===== src/rtl/dice_or_light_param.sv =====
// Two-mode LED block: N-face die (sel=0) or UK traffic light with parameterised dwell times (sel=1).
// Optional pedestrian request in green is enabled with the PED_REQUEST_EN macro.
module dice_or_light_param #(
    parameter int W         = 3,
    parameter int FACES     = 6,
    parameter int RED_CYC   = 4,
    parameter int RA_CYC    = 1,
    parameter int GREEN_CYC = 4,
    parameter int AMBER_CYC = 1
) (
    input  logic         clk,
    input  logic         rst,
    input  logic         button,
    input  logic         sel,
    output logic [W-1:0] result,
    output logic         rolling,
    output logic         phase_tick
);

    localparam int MAX_A   = (RED_CYC > RA_CYC) ? RED_CYC : RA_CYC;
    localparam int MAX_B   = (GREEN_CYC > AMBER_CYC) ? GREEN_CYC : AMBER_CYC;
    localparam int MAX_CYC = (MAX_A > MAX_B) ? MAX_A : MAX_B;
    localparam int CW      = (MAX_CYC <= 1) ? 1 : $clog2(MAX_CYC);

`ifdef PED_REQUEST_EN
    localparam bit PED_EN = 1'b1;
`else
    localparam bit PED_EN = 1'b0;
`endif

    typedef logic [CW-1:0] cnt_t;

    // Light state encodings double as the {red, amber, green} LED pattern.
    typedef enum logic [2:0] {
        RED     = 3'b100,
        RED_AMB = 3'b110,
        GREEN   = 3'b001,
        AMBER   = 3'b010
    } light_t;

    localparam logic [W-1:0] DIE_ONE  = W'(1);
    localparam logic [W-1:0] DIE_MAX  = W'(FACES);
    localparam logic [W-1:0] L_RED    = W'(3'b100);
    localparam logic [W-1:0] L_RA     = W'(3'b110);
    localparam logic [W-1:0] L_GREEN  = W'(3'b001);
    localparam logic [W-1:0] L_AMBER  = W'(3'b010);

    logic [W-1:0] result_q, result_d;
    logic         rolling_q, rolling_d;
    logic         tick_q, tick_d;
    logic         sel_q;
    cnt_t         cnt_q, cnt_d;
    light_t       light_cur, light_nxt;
    logic         light_ok;
    cnt_t         last_cnt;

    always_ff @(posedge clk) begin
        if (!rst) begin
            result_q  <= sel ? L_RED : DIE_ONE;
            rolling_q <= 1'b0;
            tick_q    <= 1'b0;
            cnt_q     <= '0;
            sel_q     <= sel;
        end else begin
            result_q  <= result_d;
            rolling_q <= rolling_d;
            tick_q    <= tick_d;
            cnt_q     <= cnt_d;
            sel_q     <= sel;
        end
    end

    always_comb begin
        light_cur = RED;
        light_ok  = 1'b1;
        case (result_q)
            L_RED:   light_cur = RED;
            L_RA:    light_cur = RED_AMB;
            L_GREEN: light_cur = GREEN;
            L_AMBER: light_cur = AMBER;
            default: light_ok  = 1'b0;
        endcase

        case (light_cur)
            RED:     begin light_nxt = RED_AMB; last_cnt = cnt_t'(RED_CYC - 1);   end
            RED_AMB: begin light_nxt = GREEN;   last_cnt = cnt_t'(RA_CYC - 1);    end
            GREEN:   begin light_nxt = AMBER;   last_cnt = cnt_t'(GREEN_CYC - 1); end
            default: begin light_nxt = RED;     last_cnt = cnt_t'(AMBER_CYC - 1); end
        endcase
    end

    always_comb begin
        result_d  = result_q;
        rolling_d = 1'b0;
        tick_d    = 1'b0;
        cnt_d     = cnt_q;

        if (sel != sel_q) begin
            result_d = sel ? L_RED : DIE_ONE;
            cnt_d    = '0;
        end else if (!sel) begin
            cnt_d     = '0;
            rolling_d = button;
            if (result_q == '0 || result_q > DIE_MAX)
                result_d = DIE_ONE;
            else if (button)
                result_d = (result_q == DIE_MAX) ? DIE_ONE : result_q + DIE_ONE;
        end else if (!light_ok) begin
            result_d = L_RED;
            cnt_d    = '0;
        end else if (PED_EN && button && light_cur == GREEN && cnt_q != '0) begin
            // Pedestrian request cuts green short; never latched in other phases.
            result_d = L_AMBER;
            cnt_d    = '0;
            tick_d   = 1'b1;
        end else if (cnt_q == last_cnt) begin
            result_d = W'(light_nxt);
            cnt_d    = '0;
            tick_d   = 1'b1;
        end else begin
            cnt_d = cnt_q + cnt_t'(1);
        end
    end

    assign result     = result_q;
    assign rolling    = rolling_q;
    assign phase_tick = tick_q;

endmodule


===== config.mk =====
export PLATFORM = sky130hd
export DESIGN_NAME = dice_or_light_param
export DESIGN_NICKNAME = d
export VERILOG_FILES = /design/src/rtl/dice_or_light_param.sv
export SDC_FILE = /design/constraint.sdc
export NUM_CORES = 1
export LEC_CHECK = 0
export BUFFER_PORTS_ARGS = -buffer_cell sky130_fd_sc_hd__buf_2
export CORE_MARGIN = 10
export CORE_UTILIZATION = 35
export CTS_BUF_LIST = sky130_fd_sc_hd__clkbuf_4
export CTS_CLUSTER_DIAMETER = 60
export DETAILED_ROUTE_END_ITERATION = 16
export PLACE_DENSITY_LB_ADDON = 0.2
export SKIP_CTS_REPAIR_TIMING = 1
export SYNTH_ARGS = -nofsm -noshare
export SYNTH_HDL_FRONTEND = slang
export SYNTH_SLANG_ARGS = --single-unit
export TNS_END_PERCENT = 10

===== constraint.sdc =====
create_clock -name clk -period 1.9 [get_ports clk]
set_input_delay 0.095 -clock clk [delete_from_list [all_inputs] [get_ports clk]]
set_output_delay 0.095 -clock clk [all_outputs]
set_load 0.03 [all_outputs]

==> flow_summary_export.csv <==
group,metric,value,unit
layout,drive_gt1_share,37.29,%
layout,regArea,190.2,um^2
clock_tree,cts_made_buffers,3,
status,run_status,"completed",
sta,setup_ws,260.5,ps
grt,grt_usage,6.307,%
worst_hold_path,hold_start,"sel",
setup_path,reg2reg_from,"result[0]",
die,core,0.001334,mm^2
die,rows,13,
layout,diodes,0,
detailed_routing,route.detailed.drc,0,
die,fp.dieW,58.15,um
layout,fin_util,42.87,%
layout,nets,65,
detailed_routing,drtIter0Drc,3,
power,power.leakage,0.2492,nW
setup_path,endpoint_kind,"register",
grt,grt_overflow,0,
logic_synthesis,synth_compound_area_share,17.20,%
grt,grt_pass1_wl,1725,um
place,port_buffers,8,
detailed_routing,viasPerCell,5.176,
sta,rsz0062_at_grt,"false",
logic_synthesis,synth.area.mux_share,1.966,%
logic_synthesis,synthXorXnorAreaFrac,3.440,%
logic_synthesis,avgSynthCellArea,10.39,um^2
logic_synthesis,yosys_register_bits,8,
clock_tree,ctsLongestPathBuffers,2,
logic_synthesis,synthAdderAreaFrac,2.457,%
sta,hold_viol_final,0,
logic_synthesis,syn_area,509.2,um^2
logic_synthesis,syn_nets,54,
sta,fin_crit,1639,ps
setup_path,reg2reg_to,"result[0]",
detailed_routing,wl,938,um
setup_path,worstPathMaxFanout,13,
sta,setup_viol,0,
die,start_util,38.18,%
worst_hold_path,min_path_cells,1,
detailed_routing,dr.pass1.iters,4,
setup_path,timing.critical_path.from,"result[0]",
power,peakVddDrop,0.5598,mV
logic_synthesis,syn_inst,49,
clock_tree,cts-htree-levels,1,
clock_tree,root_buffer,"clkbuf_4",
power,power.density,931.0,mW/mm^2
layout,nFillCells,137,
logic_synthesis,synth.distinct_cells,28,
logic_synthesis,synth_simple_gate_area_share,28.01,%
setup_path,r2r_setup_slack,260,ps
clock_tree,cts_tree,"done",
place,hpwl,717.5,um
setup_path,worstPathRequired,1820,ps
sta,maxSlewHeadroom,70.39,%
place,dp_slack,263.1,ps
setup_path,worstSetupPathType,"reg2reg",
logic_synthesis,yosysWarnings,0,
die,ioPinCount,9,
logic_synthesis,yosysTopAreaCell,"dfxtp_1",
grt,grt_pass1_vias,380,
detailed_routing,wire_per_inst,12.68,um
detailed_routing,drtAntennaViolNets,0,
sta,slew_viol_final,0,
setup_path,start_kind,"register",
layout,multi_input_area,270.3,um^2
sta,fmax,610.0,MHz
logic_synthesis,synth_area_leaders,"dfxtp_1 (20%), edfxtp_1 (18%), buf_6 (6.6%)",
grt,antenna_found_initial,0,
die,dieArea,0.003381,mm^2
logic_synthesis,yosysSeqAreaShare,37.35,%
clock_tree,insertion_delay,250,ps
detailed_routing,vias,383,
logic_synthesis,synth_top_area_share,19.66,%
sta,period_share,86.29,%
sta,tns,0,ps
grt,grt_max_degree,14,
sta,fin_skew,4.215,ps
layout,syn_to_final_growth,12.29,%
logic_synthesis,synth_top_family_by_area,"simple AND/OR/NAND/NOR gates",
job,max_cap_violations,0,
setup_path,reg2regPathDepth,3,
place,place_congestion,0.7351,
sta,worstMarginPinSlew,444.1,ps
worst_hold_path,worst_hold_path_type,"in2reg",
clock_tree,clkSinkCount,8,
setup_path,cp.arrival,1560,ps
worst_hold_path,hold_path_end,"sel_q",
die,die_height,58.15,um
clock_tree,clk_pin_slew,50,ps
==> worst max path at each step <==
stage / to / slack, ps / depth (start not counted)
finish: result[0] / 260 / 3
global route: result[0] / 140 / 3
CTS: result[0] / 260 / 3
detailed placement: result[2] / 260 / 3
global placement: result[1] / 240 / 3
floorplan: result[0] / 310 / 4
==> where the power goes <==
| group | internal (mW) | leakage, nW | switching [mW] |
|---|---|---|---|
| Sequential | 0.197 | 0.0733 | 0.0361 |
| Combinational | 0.0665 | 0.157 | 0.0799 |
| Clock | 0.0946 | 0.0184 | 0.0579 |
| Total | 0.358 | 0.249 | 0.174 |
==> cell usage in the layout (no fill, tap or decap) <==
cell	netlist	final
buf_2	0	8
nor2_1	5	5
dfxtp_1	5	5
a21oi_1	4	4
clkbuf_4	0	4
inv_1	3	3
o21ai_0	3	3
edfxtp_1	3	3
and3_1	2	2
xnor2_1	2	2
inv_2	1	1
nand2b_1	1	1
and2b_1	1	1
a31o_2	1	1
nor3_2	1	1
o21ai_4	1	1
nor4b_2	1	1
and2_1	1	1
and2b_4	1	1
mux2i_1	1	1
nand2_1	1	1
nor4_1	1	1
and3b_2	1	1
nand4b_4	1	1
a211oi_2	1	1
and4bb_1	1	1
a31oi_1	1	1
a32oi_1	1	1
ha_1	1	1
buf_4	0	1
==> cell families (layout without fill, tap and decap cells) <==
kind of cell	Yosys count	after routing
buf+inv	7	17
mux	1	1
compound gates	12	12
xor+xnor	2	2
simple gates	18	18
flops	8	8
fa+ha+maj	1	1
==> state kept, by name (all words and copies together) (netlist names) <==
name,count
result,3
rolling,1
sel_q,1
cnt_q,2
phase_tick,1
==> critical path: stages, from the launching register on <==
cell	delay (ps)
edfxtp_1	580
and2b_4	350
mux2i_1	90
a21oi_1	300
==> synthesized netlist by cell type, drive strengths merged <==
cell type and count:
nor4b 1, edfxtp 3, and2b 2, a21oi 4, buf 3, nor4 1
o21ai 4, nor2 5, nand2b 1, a32oi 1, mux2i 1, a31oi 1
inv 4, a211oi 1, and2 1, and4bb 1, dfxtp 5, a31o 1
xnor2 2, and3b 1, nand2 1, and3 2, nor3 1, ha 1
nand4b 1
==> layout make-up <==
cell class	instances	share of cell area, %
clock buffers	4	5.252
inverters	4	2.626
multi-input cells	34	47.26
flip-flops and latches	8	33.26
well taps	15	3.282
repair buffers	9	8.315
==> layer usage <==
layer | track usage, % | vias up | part of all wire [%]
li1 | - | 195 | -
met1 | 7.739 | 172 | 49
met2 | 9.049 | 16 | 41
met3 | 4.793 | 0 | 9.8
met4 | 0 | 0 | 0
met5 | 0 | - | 0
==> stage by stage <==
step           area [um^2]  hold WS [ps]  total power, mW  instances
3_5_place_dp         541.8         325.4           0.3834         70
4_1_cts              571.8         61.44           0.5385         74
2_1_floorplan        509.2         122.7           0.3651         49
5_1_grt              571.8         59.81           0.5685         74
6_report             571.8         64.39           0.5324         74
3_3_place_gp         541.8         329.2           0.3842         70
Power figures use the tool's default switching activity.
